File: config.mk
export PLATFORM = sky130hd
export DESIGN_NAME = lcplc_block_flagger
export DESIGN_NICKNAME = d
export VERILOG_FILES = /design/src/rtl/lcplc_block_flagger.sv
export SDC_FILE = /design/constraint.sdc
export NUM_CORES = 1
export LEC_CHECK = 0
export CORE_AREA = 8 8 242 128
export CTS_BUF_LIST = sky130_fd_sc_hd__clkbuf_4
export DETAILED_ROUTE_END_ITERATION = 8
export DIE_AREA = 0 0 250 136
export SYNTH_ARGS = -nofsm -noshare
export SYNTH_HDL_FRONTEND = slang
export SYNTH_SLANG_ARGS = --single-unit
File: constraint.sdc
create_clock -name clk -period 6.06 [get_ports clk]
set_input_delay 1.212 -clock clk [delete_from_list [all_inputs] [get_ports clk]]
set_output_delay 1.212 -clock clk [all_outputs]
set_load 0.1 [all_outputs]
File: src/rtl/lcplc_block_flagger.sv
// Tags a block-ordered, band-sequential sample stream with row/slice/block/image last flags.
// Geometry is latched on the first beat of each image; the output has a single register stage.
module lcplc_block_flagger #(
   parameter int unsigned DATA_WIDTH         = 16,
   parameter int unsigned MAX_SLICE_SIZE_LOG = 8,
   parameter int unsigned BAND_WIDTH         = 10,
   parameter int unsigned BLOCK_COUNT_WIDTH  = 16
) (
   input  logic                            clk,
   input  logic                            rst,
   input  logic [MAX_SLICE_SIZE_LOG/2:0]   cfg_block_w,
   input  logic [MAX_SLICE_SIZE_LOG/2:0]   cfg_block_h,
   input  logic [BAND_WIDTH-1:0]           cfg_bands,
   input  logic [BLOCK_COUNT_WIDTH-1:0]    cfg_blocks,
   input  logic                            input_valid,
   output logic                            input_ready,
   input  logic [DATA_WIDTH-1:0]           input_data,
   output logic                            output_valid,
   input  logic                            output_ready,
   output logic [DATA_WIDTH-1:0]           output_data,
   output logic                            output_last_r,
   output logic                            output_last_s,
   output logic                            output_last_b,
   output logic                            output_last_i,
   output logic                            busy
);

   localparam int unsigned DimW = MAX_SLICE_SIZE_LOG / 2 + 1;

   typedef enum logic [0:0] {StIdle, StRun} state_e;

   state_e                         state_q, state_d;
   logic [DimW-1:0]                w_q, w_d, h_q, h_d;
   logic [BAND_WIDTH-1:0]          bands_q, bands_d;
   logic [BLOCK_COUNT_WIDTH-1:0]   blocks_q, blocks_d;
   logic [DimW-1:0]                col_q, col_d, row_q, row_d;
   logic [BAND_WIDTH-1:0]          band_q, band_d;
   logic [BLOCK_COUNT_WIDTH-1:0]   blk_q, blk_d;
   logic                           out_valid_q, out_valid_d;
   logic [DATA_WIDTH-1:0]          out_data_q, out_data_d;
   logic [3:0]                     out_flags_q, out_flags_d;
   logic                           busy_q, busy_d;

   logic [DimW-1:0]                w_eff, h_eff, w_m1, h_m1;
   logic [BAND_WIDTH-1:0]          bands_eff, bands_m1;
   logic [BLOCK_COUNT_WIDTH-1:0]   blocks_eff, blocks_m1;
   logic                           last_r, last_s, last_b, last_i;
   logic                           accept;

   assign input_ready = !out_valid_q | output_ready;
   assign accept      = input_valid & input_ready;

   // The first beat of an image is flagged against the live cfg it is about to latch.
   always_comb begin
      if (state_q == StIdle) begin
         w_eff      = cfg_block_w;
         h_eff      = cfg_block_h;
         bands_eff  = cfg_bands;
         blocks_eff = cfg_blocks;
      end else begin
         w_eff      = w_q;
         h_eff      = h_q;
         bands_eff  = bands_q;
         blocks_eff = blocks_q;
      end
      w_m1      = (w_eff == '0) ? '0 : w_eff - DimW'(1);
      h_m1      = (h_eff == '0) ? '0 : h_eff - DimW'(1);
      bands_m1  = (bands_eff == '0) ? '0 : bands_eff - BAND_WIDTH'(1);
      blocks_m1 = (blocks_eff == '0) ? '0 : blocks_eff - BLOCK_COUNT_WIDTH'(1);
   end

   assign last_r = (col_q == w_m1);
   assign last_s = last_r & (row_q == h_m1);
   assign last_b = last_s & (band_q == bands_m1);
   assign last_i = last_b & (blk_q == blocks_m1);

   always_comb begin
      state_d     = state_q;
      w_d         = w_q;
      h_d         = h_q;
      bands_d     = bands_q;
      blocks_d    = blocks_q;
      col_d       = col_q;
      row_d       = row_q;
      band_d      = band_q;
      blk_d       = blk_q;
      out_valid_d = out_valid_q;
      out_data_d  = out_data_q;
      out_flags_d = out_flags_q;
      busy_d      = (state_q == StRun);

      if (accept) begin
         out_valid_d = 1'b1;
         out_data_d  = input_data;
         out_flags_d = {last_i, last_b, last_s, last_r};
         // A single-beat image still produces a one-cycle busy pulse.
         busy_d      = (state_q == StIdle) | !last_i;

         if (state_q == StIdle) begin
            w_d      = cfg_block_w;
            h_d      = cfg_block_h;
            bands_d  = cfg_bands;
            blocks_d = cfg_blocks;
         end

         if (last_i) begin
            state_d = StIdle;
            col_d   = '0;
            row_d   = '0;
            band_d  = '0;
            blk_d   = '0;
         end else begin
            state_d = StRun;
            if (last_r) begin
               col_d = '0;
               if (last_s) begin
                  row_d = '0;
                  if (last_b) begin
                     band_d = '0;
                     blk_d  = blk_q + BLOCK_COUNT_WIDTH'(1);
                  end else begin
                     band_d = band_q + BAND_WIDTH'(1);
                  end
               end else begin
                  row_d = row_q + DimW'(1);
               end
            end else begin
               col_d = col_q + DimW'(1);
            end
         end
      end else if (output_ready) begin
         out_valid_d = 1'b0;
      end
   end

   always_ff @(posedge clk or negedge rst) begin
      if (!rst) begin
         state_q     <= StIdle;
         w_q         <= '0;
         h_q         <= '0;
         bands_q     <= '0;
         blocks_q    <= '0;
         col_q       <= '0;
         row_q       <= '0;
         band_q      <= '0;
         blk_q       <= '0;
         out_valid_q <= 1'b0;
         out_data_q  <= '0;
         out_flags_q <= '0;
         busy_q      <= 1'b0;
      end else begin
         state_q     <= state_d;
         w_q         <= w_d;
         h_q         <= h_d;
         bands_q     <= bands_d;
         blocks_q    <= blocks_d;
         col_q       <= col_d;
         row_q       <= row_d;
         band_q      <= band_d;
         blk_q       <= blk_d;
         out_valid_q <= out_valid_d;
         out_data_q  <= out_data_d;
         out_flags_q <= out_flags_d;
         busy_q      <= busy_d;
      end
   end

   assign output_valid  = out_valid_q;
   assign output_data   = out_data_q;
   assign output_last_r = out_flags_q[0];
   assign output_last_s = out_flags_q[1];
   assign output_last_b = out_flags_q[2];
   assign output_last_i = out_flags_q[3];
   assign busy          = busy_q;

endmodule

Yosys cells after proc, flatten, opt, wreduce, memory -nomap -nowiden:

Index checks and enable logic that the tools add are counted.

* flip-flop bits (word level): 95
* input bits: 56
* word-level logic and storage cells: 70

* add/subtract/negate cells: 8
* eq/ne operators: 4
* multiplexer cells: 25
* bitwise logic cells: 7
* reduce and logical (&&, ||, !) cells: 13

Operators with widths (count)
* $mux W16: 6
* $mux W10: 6
* $mux W5: 9
* $add A16 B1 Y16 const B: 1
* $eq A16 B16 Y1: 1
* $logic_not A16 Y1: 1
* $sub A16 B1 Y16 const B: 1
* $add A10 B1 Y10 const B: 1
* $add A5 B1 Y5 const B: 2
* $eq A10 B10 Y1: 1
* $eq A5 B5 Y1: 2
* $logic_not A10 Y1: 1
* $logic_not A5 Y1: 2
* $sub A10 B1 Y10 const B: 1
* $sub A5 B1 Y5 const B: 2
* $reduce_bool A2 Y1: 4
* $and A1 B1 Y1: 4
* $mux W1: 4
* $reduce_and A4 Y1: 1
* $reduce_and A3 Y1: 1
* $logic_not A1 Y1: 2
* $or A1 B1 Y1: 2
* $reduce_and A2 Y1: 1
* $not A1 Y1: 1

Logic depth before layout (Yosys ltp):

Gate-level depths: netlist of the first run.

* depth after elaboration: 10
* mapped depth: 23

Worst setup path after synthesis of the first run:

OpenSTA, ideal clock, no wires.

* kind: flip-flop to flip-flop
* from: register state_q
* to: register blk_q[11]
* setup time: 0.073 ns
* data arrival time: 5.080 ns
* slack: 0.907 ns
* cell stages (with the launch flop): 23
* path buffers: 11
* clock period less this slack: 5.153 ns
* cells stage by stage: dfrtp_1 > buf_6 > buf_6 > buf_6 > buf_4 > buf_6 > buf_2 > buf_2 > buf_2 > mux2i_1 > ha_1 > or4b_1 > a222oi_1 > mux2i_1 > xnor2_1 > o21ai_1 > or3b_1 > buf_2 > or2_1 > clkbuf_2 > buf_6 > or4_4 > a21oi_2

* cells in the longest elaborated chain, start to end: 9

Ends and longest elaborated chain
* start: declaration: line 32 `state_e state_q, state_d;`
* start signal: assignment: line 138 `state_q <= StIdle;`
* start signal: assignment: line 152 `state_q <= state_d;`
* parallel branches: the longest is 9 deep, another holds $sub A16 B1 Y16
* end signal: assignment: line 160 `blk_q <= blk_d;`
* end: declaration: line 38 `logic [BLOCK_COUNT_WIDTH-1:0] blk_q, blk_d;`

Several ways; the timed one is not identified.
A chain may end at the register's enable or synchronous reset.

Worst setup path after layout of the first run:

* from: input port cfg_bands[0]
* to: register blk_q[0]

* cells in the longest elaborated chain, start to end: 8

Ends and longest elaborated chain
* start: declaration: line 13 `input logic [BAND_WIDTH-1:0] cfg_bands,`
* $mux W10 (*)
* $sub A10 B1 Y10 / $logic_not A10 Y1 (equally long branches): line 68 `bands_m1 = (bands_eff == '0) ? '0 : bands_eff - BAND_WIDTH'(1);`
* $mux W10 (*): line 68
* $eq A10 B10 Y1 (*): line 74 `assign last_b = last_s & (band_q == bands_m1);`
* $and A1 B1 Y1 (*): line 74
* $and A1 B1 Y1: line 75 `assign last_i = last_b & (blk_q == blocks_m1);`
* $reduce_bool A2 Y1 (no source line)
* $reduce_and A4 Y1 (no source line)

Every way passes the cells marked *; elsewhere a longest branch is shown, timed or not.

==> results of run 1 <==
## flip-flops by register name, indices dropped and copies added, names as in the netlist
register and count:
blk_q 16, blocks_q 16, output_data 16, band_q 10, bands_q 10, col_q 5, h_q 5, row_q 5
w_q 5, out_flags_q 4, busy 1, output_valid 1, state_q 1
## final cells by class
class,instances,area [um^2],share of cell area
Multi-Input combinational cell,608,4070,0.5099
Sequential cell,95,2381,0.2983
Timing Repair Buffer,92,883.3,0.1107
Tap cell,368,460.4,0.05768
Clock buffer,11,82.58,0.01034
Inverter,17,63.81,0.007994
Clock inverter,5,41.29,0.005172
## layout by cell type, fill, tap and decap left out, drive strengths merged, types with 22 or more instances in the layout
master,n
nor2,41
nand3,22
dfrtp,95
mux2i,32
clkdlybuf4s50,77
a21oi,33
nor3,39
o21ai,50
mux2,30
nand2,104
## report_power, final
group          switching, mW  leakage, nW  internal (mW)
logic                  0.530         2.04          0.359
clock network          0.262       0.0698         0.0985
registers             0.0890         1.22          0.709
## stage by stage
stage	instances	hold slack (ns)	util	power, mW	worst slack (ns)
6_report	1196	0.4924	0.2854	2.048	0.8420
5_1_grt	1196	0.5154	0.2854	2.205	0.4984
4_1_cts	1196	0.4957	0.2854	2.073	0.9743
3_5_place_dp	1180	0.4631	0.2810	1.691	0.3296
3_3_place_gp	1180	0.4564	0.2810	1.674	0.4782
2_1_floorplan	761	0.4633	-	1.438	0.9073
## logic make-up (layout without fill, tap and decap cells)
logic type,count (synthesis),in the layout,share of synthesized area
AOI/OAI and AO/OA,164,164,0.1620
xor gates and xnor gates,35,35,0.05163
adders and majority gates,8,8,0.01486
buffers and inverters,58,125,0.04327
DFF,95,95,0.3529
muxes,62,62,0.09770
and+or+nand+nor,339,339,0.2777
## critical path, cell delays in order
cell	delay, ns
clkdlybuf4s50_1	0.47
mux2i_1	0.38
ha_1	0.42
or4b_1	0.47
a222oi_1	0.38
mux2i_1	0.30
xnor2_1	0.14
o21ai_1	0.09
or3b_1	0.45
or2_1	0.58
buf_4	0.31
nor4_1	0.34
o41ai_1	0.13
## worst min path at each step
stage / start / to / slack [ns] / cells past startpoint
global route: output_data[0] / output_data[0] / 0.52 / 2
finish: output_data[0] / output_data[0] / 0.49 / 2
detailed placement: output_data[0] / output_data[0] / 0.46 / 2
CTS: output_data[0] / output_data[0] / 0.50 / 2
floorplan: bands_q[9] / bands_q[9] / 0.46 / 2
global placement: output_data[6] / output_data[6] / 0.46 / 2
## per-layer routing
| metal | GRT usage | share of wire | vias to the layer above |
|---|---|---|---|
| met3 | 0.04618 | 0.083 | 12 |
| li1 | - | - | 2948 |
| met1 | 0.1859 | 0.54 | 2941 |
| met4 | 0.02446 | 0.0082 | 0 |
| met5 | 0 | 0 | - |
| met2 | 0.1532 | 0.37 | 171 |
==> metrics.yaml, run 1 <==
drt:
  wl_per_cell_um: 17.20
  vias_per_cell: 5.077
  antenna_left: 0
  drc_errors: 0
  drt_first_pass_iters: 5
  drtIter0Drc: 567
  wirelength_um: 20580
  num_vias: 6072
place:
  placed_cell_area_um2: 7859
  dpl.hpwl_um: 15460
  place_congestion: 0.8743
  io_buffers: 78
synth:
  ys_seq_area_frac: 0.3529
  syn-num-nets: 825
  yosysMostFrequentCell: "nand2_1"
  yosys.area.top_type_share: 0.3529
  syn_avg_cell_area_um2: 8.852
  yosys_warnings: 0
  synth_edf_count: 0
  ys_types: 82
  netlist_instances: 761
  synth.area.top_cells: "dfrtp_1 35%, nand2_1 5.8%, mux2_2 5.0%, mux2i_1 4.8%, o21ai_0 3.3%"
  synthTopCellsByCount: "104 x nand2_1, 95 x dfrtp_1, 44 x o21ai_0"
  synth_ff_type: "dfrtp_1"
  synth_seq_cells: 95
  yosysTopAreaCell: "dfrtp_1"
  ys_async_sr_fraction: 1.000
  synth_area_um2: 6736
finish:
  antenna_cells: 0
  fillCellCount: 2977
  fin_nets: 887
  syn_to_final_growth_pct: 18.50
  layout-drive-gt1-share: 0.1063
  stdcell_area_um2: 7983
timing:
  hold_violations: 0
  maxSlewViolCount: 0
  tightest_slew_ns: 1.143
  tns_ns: 0
  fin_crit_ns: 5.218
  rsz0062_at_grt: "no"
  finalSetupViolations: 0
  fmax_mhz: 191.6
  finalCritPeriodShare: 0.8611
  finClkSkew_ns: 0.03728
  slew_headroom: 0.2312
power:
  peakVddDrop_v: 0.00009887
  powerDensity_nw_per_um2: 256.6
  power_leakage_nw: 3.331
global_routing:
  overflow: 0
  grt_usage: 0.1210
  grt_pass1_wl_um: 32410
  grt_pass1_vias: 5717
  antenna_found_initial: 0
  grt_max_degree: 66
setup_path:
  worstReg2RegEnd: "busy"
  critPathRequiredTime_ns: 6.51
  reg2reg_slack_ns: 1.11
  arrival_ns: 5.67
  cp-start-kind: "primary input"
  crit-reg2reg-launch: "state_q"
  cp_max_fo: 25
  crit_start: "cfg_bands[0]"
  worst_setup_path_end_kind: "register"
  path_class: "primary input to register"
  reg2regPathDepth: 13
  endpoint: "blk_q[0]"
clocking:
  cts-resized-gates: 0
  path_clk_slew_ns: 0.19
  htreeDepth: 3
  cts_buffer_depth: 2
  clock-sinks: 95
  cts_tree: "built"
  hold_buffers: 0
  cts_root_buf: "clkbuf_4"
  cts_buffers: 9
  clk_latency_ns: 0.55
  post_cts_buffers: 0
min_path:
  hold_class: "register to register"
flow_run:
  drv_cap: 0
die:
  core-area_um2: 27970
  die_h_um: 136
  rows: 44
  initial_core_util: 0.2409
  dieArea_um2: 34000
  die_x_um: 250
  io_pins: 79
outcome:
  status: "complete, no violations"
Note: power is estimated with default switching activity, not from simulation.
==> run 2: changes to the inputs <==
--- a/config.mk
+++ b/config.mk
@@ -5,6 +5,7 @@
 export SDC_FILE = /design/constraint.sdc
 export NUM_CORES = 1
 export LEC_CHECK = 0
+export CAP_MARGIN = 30
 export CORE_AREA = 8 8 242 128
 export CTS_BUF_LIST = sky130_fd_sc_hd__clkbuf_4
 export DETAILED_ROUTE_END_ITERATION = 8
==> run 2 against run 1 <==
Hold slack worse by 0.023 ns; combinational power about the same; setup slack better by 0.026 ns; first-iteration DRC count up 5.1%; clock power about the same; sequential cell count unchanged; cell count up 0.59%; critical path depth unchanged; wire length down 1.1%; sequential share of layout area down 0.26 points; largest cell class unchanged; highest routed layer unchanged.
==> metrics.yaml, run 2 (same netlist as run 1, synthesis figures left out) <==
outcome:
  status: "complete, no violations"  # unchanged
setup_path:
  cp-start-kind: "primary input"  # unchanged
  worst_setup_path_end_kind: "register"  # unchanged
  path_class: "primary input to register"  # unchanged
  cp_max_fo: 25  # unchanged
  worst_path_max_delay_cell: "or2_1"  # unchanged
  path_common_cell: "mux2i_1"  # unchanged
  slowest_delay_ns: 0.57  # was 0.58 ns
  arrival_ns: 5.65  # was 5.67 ns
  reg2reg_slack_ns: 1.16  # was 1.11 ns
  path_cells: "clkdlybuf4s50_1 > mux2i_1 > ha_1 > or4b_1 > a222oi_1 > mux2i_1 > xnor2_1 > o21ai_1 > or3b_1 > or2_1 > buf_4 > nor4_1 > o41ai_1"  # unchanged
  critPathRequiredTime_ns: 6.52  # was 6.51 ns
drt:
  wl_per_cell_um: 16.92  # was 17.20 um
  drt_first_pass_iters: 5  # unchanged
  antenna_left: 0  # unchanged
  drc_errors: 0  # unchanged
  vias_per_cell: 5.106  # was 5.077
  num_vias: 6143  # was 6,072
  wirelength_um: 20350  # was 20,580 um
  drtIter0Drc: 596  # was 567
timing:
  finalCritPeriodShare: 0.8568  # was 0.8611
  slew_headroom: 0.2840  # was 0.2312
  tns_ns: 0  # unchanged
  fmax_mhz: 192.6  # was 191.6 MHz
  tightest_slew_ns: 1.074  # was 1.143 ns
  finClkSkew_ns: 0.03769  # was 0.03728 ns
  maxSlewViolCount: 0  # unchanged
  finalSetupViolations: 0  # unchanged
  worst_hold_slack_ns: 0.4694  # was 0.4924 ns
  rsz0062_at_grt: "no"  # unchanged
  fin_crit_ns: 5.192  # was 5.218 ns
  hold_violations: 0  # unchanged
die:
  io_pins: 79  # unchanged
  dieArea_um2: 34000  # unchanged
  die_x_um: 250  # unchanged
  rows: 44  # unchanged
  initial_core_util: 0.2409  # unchanged
  core-area_um2: 27970  # unchanged
  die_h_um: 136  # unchanged
global_routing:
  gr-usage-met1: 0.1865  # was 0.1859
  grt_pass1_wl_um: 32170  # was 32,410 um
  grt_pass1_vias: 5588  # was 5,717
  antenna_found_initial: 1  # was 0
  met2_usage: 0.1524  # was 0.1532
  grt.busiest_layer: "met1"  # unchanged
  grt_util_met3: 0.04256  # was 0.04618
  grt_usage: 0.1202  # was 0.1210
  overflow: 0  # unchanged
  grt_max_degree: 66  # unchanged
finish:
  layout-drive-gt1-share: 0.1095  # was 0.1063
  fin_nets: 890  # was 887
  final_common_cell: "nand2_1"  # unchanged
  fillCellCount: 2974  # was 2,977
  stdcell_area_um2: 8053  # was 7983 um^2
  final_cell_mix: "103 x nand2_1, 94 x dfrtp_1, 77 x clkdlybuf4s50_1"  # unchanged
  fin_util: 0.2879  # was 0.2854
  syn_to_final_growth_pct: 19.54  # was 18.50%
min_path:
  hold_class: "primary input to async pin"  # was register to register
clocking:
  cts_tree: "built"  # unchanged
  hold_buffers: 0  # unchanged
  clk_latency_ns: 0.56  # was 0.55 ns
  cts_buffer_depth: 2  # unchanged
  cts-resized-gates: 0  # unchanged
  path_clk_slew_ns: 0.19  # about the same
  post_cts_buffers: 0  # unchanged
  cts_buffers: 9  # unchanged
  cts_root_buf: "clkbuf_4"  # unchanged
  htreeDepth: 3  # unchanged
  clock-sinks: 95  # unchanged
power:
  powerDensity_nw_per_um2: 254.4  # was 256.6 nW/um^2
  power_leakage_nw: 3.360  # was 3.331 nW
  power_mw: 2.048  # about the same
  peakVddDrop_v: 0.00009902  # was 0.00009887 V
place:
  dpl.hpwl_um: 15280  # was 15,460 um
  io_buffers: 78  # unchanged
  place_congestion: 0.8743  # unchanged
  placed_cell_area_um2: 7886  # was 7859 um^2
flow_run:
  drv_cap: 0  # unchanged
==> run 2: path summary, 6_finish.rpt <==
kind | startpoint | to | depth (start not counted)
max | cfg_bands[0] | blk_q[0] | 13
min reg2reg | output_data[0] | output_data[0] | 2
max reg2reg | state_q | blk_q[0] | 12
min in group clk | output_data[0] | output_data[0] | 2
min | rst | output_data[5] | 1
max in group asynchronous | rst | state_q | 3
==> run 2: area by class of cell <==
| type | count | area, um^2 | share of cell area |
|---|---|---|---|
| Multi-Input combinational cell | 608 | 4070 | 0.5054 |
| Sequential cell | 95 | 2381 | 0.2957 |
| Timing Repair Buffer | 95 | 943.4 | 0.1172 |
| Tap cell | 368 | 460.4 | 0.05718 |
| Clock buffer | 11 | 82.58 | 0.01025 |
| Inverter | 17 | 63.81 | 0.007924 |
| Clock inverter | 5 | 41.29 | 0.005127 |
| Antenna cell | 4 | 10.01 | 0.001243 |
==> run 2: report_power, final <==
part	internal [mW]	total [mW]	switching, mW
clock	0.0984	0.358	0.259
sequential	0.709	0.798	0.0895
combinational	0.362	0.892	0.531
total	1.17	2.05	0.880
==> run 2: critical path: cells and delay by family <==
kind                       cells  cell delay [ns]
adders and majority gates      1             0.44
xor gates and xnor gates       1             0.14
AOI/OAI and AO/OA              3             0.58
buffers and inverters          2             0.78
and+or+nand+nor                4             1.80
muxes                          2             0.68
==> run 2: metrics by stage <==
step	cells	worst slack, ns
2_1_floorplan	761	0.9073
6_report	1203	0.8675
4_1_cts	1197	0.9652
5_1_grt	1203	0.5522
3_3_place_gp	1180	0.4782
3_5_place_dp	1181	0.3397
==> run 2: per-layer routing <==
layer / up-vias / routed length (um)
li1: 2963 / -
met3: 17 / 1782
met2: 200 / 7583
met5: - / 0
met1: 2963 / 10700
met4: 0 / 290
==> run 3: changes to the inputs <==
--- a/config.mk
+++ b/config.mk
@@ -5,11 +5,12 @@
 export SDC_FILE = /design/constraint.sdc
 export NUM_CORES = 1
 export LEC_CHECK = 0
-export CAP_MARGIN = 30
+export CAP_MARGIN = 15
 export CORE_AREA = 8 8 242 128
 export CTS_BUF_LIST = sky130_fd_sc_hd__clkbuf_4
 export DETAILED_ROUTE_END_ITERATION = 8
 export DIE_AREA = 0 0 250 136
+export PLACE_DENSITY_LB_ADDON = 0.12
 export SYNTH_ARGS = -nofsm -noshare
 export SYNTH_HDL_FRONTEND = slang
 export SYNTH_SLANG_ARGS = --single-unit
==> run 3 against run 2 <==
Register-to-register slack got worse by 0.04 ns; clock skew shrank 0.0089 ns; critical path depth is the same; sequential power is essentially flat; critical path type unchanged; largest cell class unchanged.
==> metrics.yaml, run 3 (same netlist as run 1, synthesis figures left out) <==
power:
  p_seq_frac: 0.363  # was 0.390
  comb_power_share: 0.413  # was 0.436
  p_int_mw: 1.319  # was 1.169 mW
  power_mw: 2.202  # was 2.048 mW
  peakVddDrop_v: 0.0001191  # was 0.00009902 V
  p_sw_mw: 0.8829  # was 0.8796 mW
  power_leakage_nw: 3.373  # was 3.360 nW
  switching_share: 0.4010  # was 0.4294
  clockPowerShare: 0.224  # was 0.175
  powerDensity_nw_per_um2: 272.4  # was 254.4 nW/um^2
timing:
  maxSlewViolCount: 0  # unchanged
  finalCritPeriodShare: 0.8348  # was 0.8568
  finalSetupViolations: 0  # unchanged
  fmax_mhz: 197.7  # was 192.6 MHz
  fin_crit_ns: 5.059  # was 5.192 ns
  finClkSkew_ns: 0.02876  # was 0.03769 ns
  tightest_slew_ns: 1.016  # was 1.074 ns
  slew_headroom: 0.3208  # was 0.2840
  tns_ns: 0  # unchanged
  hold_violations: 0  # unchanged
  rsz0062_at_grt: "no"  # unchanged
global_routing:
  grt_pass1_wl_um: 34000  # was 32,170 um
  grt_usage: 0.1288  # was 0.1202
  grt_pass1_vias: 5558  # was 5,588
  grt_max_degree: 65  # was 66
  antenna_found_initial: 1  # unchanged
  overflow: 0  # unchanged
finish:
  final_cell_mix: "103 x nand2_1, 94 x dfrtp_1, 77 x clkdlybuf4s50_1"  # unchanged
  syn_to_final_growth_pct: 20.00  # was 19.54%
  layout-drive-gt1-share: 0.1049  # was 0.1095
  final_common_cell: "nand2_1"  # unchanged
  fillCellCount: 2970  # was 2,974
  fin_nets: 888  # was 890
  fin_util: 0.2891  # was 0.2879
setup_path:
  cp-start-kind: "primary input"  # unchanged
  worst_setup_path_end_kind: "register"  # unchanged
  cp_max_fo: 23  # was 25
  path_class: "primary input to register"  # unchanged
  critPathRequiredTime_ns: 6.52  # about the same
  arrival_ns: 5.52  # was 5.65 ns
  reg2reg_slack_ns: 1.12  # was 1.16 ns
die:
  io_pins: 79  # unchanged
  core-area_um2: 27970  # unchanged
  rows: 44  # unchanged
  initial_core_util: 0.2409  # unchanged
  dieArea_um2: 34000  # unchanged
  die_h_um: 136  # unchanged
  die_x_um: 250  # unchanged
drt:
  antenna_left: 0  # unchanged
  drtIter0Drc: 486  # was 596
  drc_errors: 0  # unchanged
  wirelength_um: 21800  # was 20,350 um
  drt_first_pass_iters: 5  # unchanged
  vias_per_cell: 5.007  # was 5.106
  wl_per_cell_um: 18.20  # was 16.92 um
  num_vias: 5998  # was 6,143
min_path:
  hold_class: "register to register"  # was primary input to async pin
clocking:
  post_cts_buffers: 0  # unchanged
  cts_buffer_depth: 2  # unchanged
  hold_buffers: 0  # unchanged
  cts_root_buf: "clkbuf_4"  # unchanged
  clock-sinks: 95  # unchanged
  cts_tree: "built"  # unchanged
  cts_buffers: 9  # unchanged
  path_clk_slew_ns: 0.14  # was 0.19 ns
  htreeDepth: 3  # unchanged
  cts-resized-gates: 0  # unchanged
  clk_latency_ns: 0.54  # was 0.56 ns
place:
  io_buffers: 78  # unchanged
  place_congestion: 0.8007  # was 0.8743
  dpl.hpwl_um: 16170  # was 15,280 um
outcome:
  status: "complete, no violations"  # unchanged
flow_run:
  drv_cap: 0  # unchanged
-- run 3: cell types whose count changed in the layout (fill, tap and decap cells not counted), moves of 2 or more --
cell and delta:
bufinv_16 +4, clkbuf_4 -2, buf_16 -2, diode_2 -3
inv_6 -2, clkinv_1 +2
-- run 3: power by group through the flow --
stage / sequential, mW / clock [mW] / combinational [mW]
6_report: 0.798 / 0.493 / 0.910
2_1_floorplan: 0.900 / 0 / 0.539
3_3_place_gp: 0.812 / 0 / 0.913
5_1_grt: 0.815 / 0.544 / 1.01
4_1_cts: 0.798 / 0.526 / 0.907
3_5_place_dp: 0.809 / 0 / 0.903
-- run 3: layout make-up --
class / count / area (um^2) / share of cell area
Multi-Input combinational cell: 608 / 4070 / 0.5035
Sequential cell: 95 / 2381 / 0.2945
Inverter: 17 / 63.81 / 0.007894
Tap cell: 368 / 460.4 / 0.05696
Timing Repair Buffer: 93 / 903.4 / 0.1117
Antenna cell: 1 / 2.502 / 0.0003095
Clock inverter: 7 / 135.1 / 0.01672
Clock buffer: 9 / 67.56 / 0.008358
-- run 3: per-stage QoR --
stage          hold slack, ns  instance area, um^2  instances  worst slack, ns
2_1_floorplan          0.4633                 6736        761           0.9073
3_3_place_gp           0.4618                 7879       1181           0.5643
3_5_place_dp           0.4664                 7879       1181           0.4645
4_1_cts                0.4992                 8082       1197            1.072
5_1_grt                0.5200                 8084       1198           0.7055
6_report               0.4905                 8084       1198            1.001
-- run 3: worst max-delay path, stage by stage --
cell and delay (ns):
clkdlybuf4s50_1 0.45, mux2i_1 0.40, ha_1 0.43, or4b_1 0.47
a222oi_1 0.39, mux2i_1 0.30, xnor2_1 0.14, o21ai_1 0.09
or3b_1 0.47, or2_1 0.32, buf_12 0.17, or4_4 0.52
a21oi_2 0.14
-- run 3: worst paths after layout --
path / end / depth (start not counted) / from
worst max register to register: blk_q[11] / 12 / state_q
worst max-delay path: blk_q[11] / 13 / cfg_bands[0]
worst min-delay path: output_data[2] / 2 / output_data[2]
worst min register to register: output_data[2] / 2 / output_data[2]
max in group asynchronous: state_q / 2 / rst
min in group asynchronous: h_q[1] / 1 / rst
-- run 3: per-layer routing --
layer	part of all wire	GRT usage
met1	0.58	0.2152
met2	0.34	0.1457
met3	0.071	0.04084
met4	0.0098	0.02800
met5	0	0
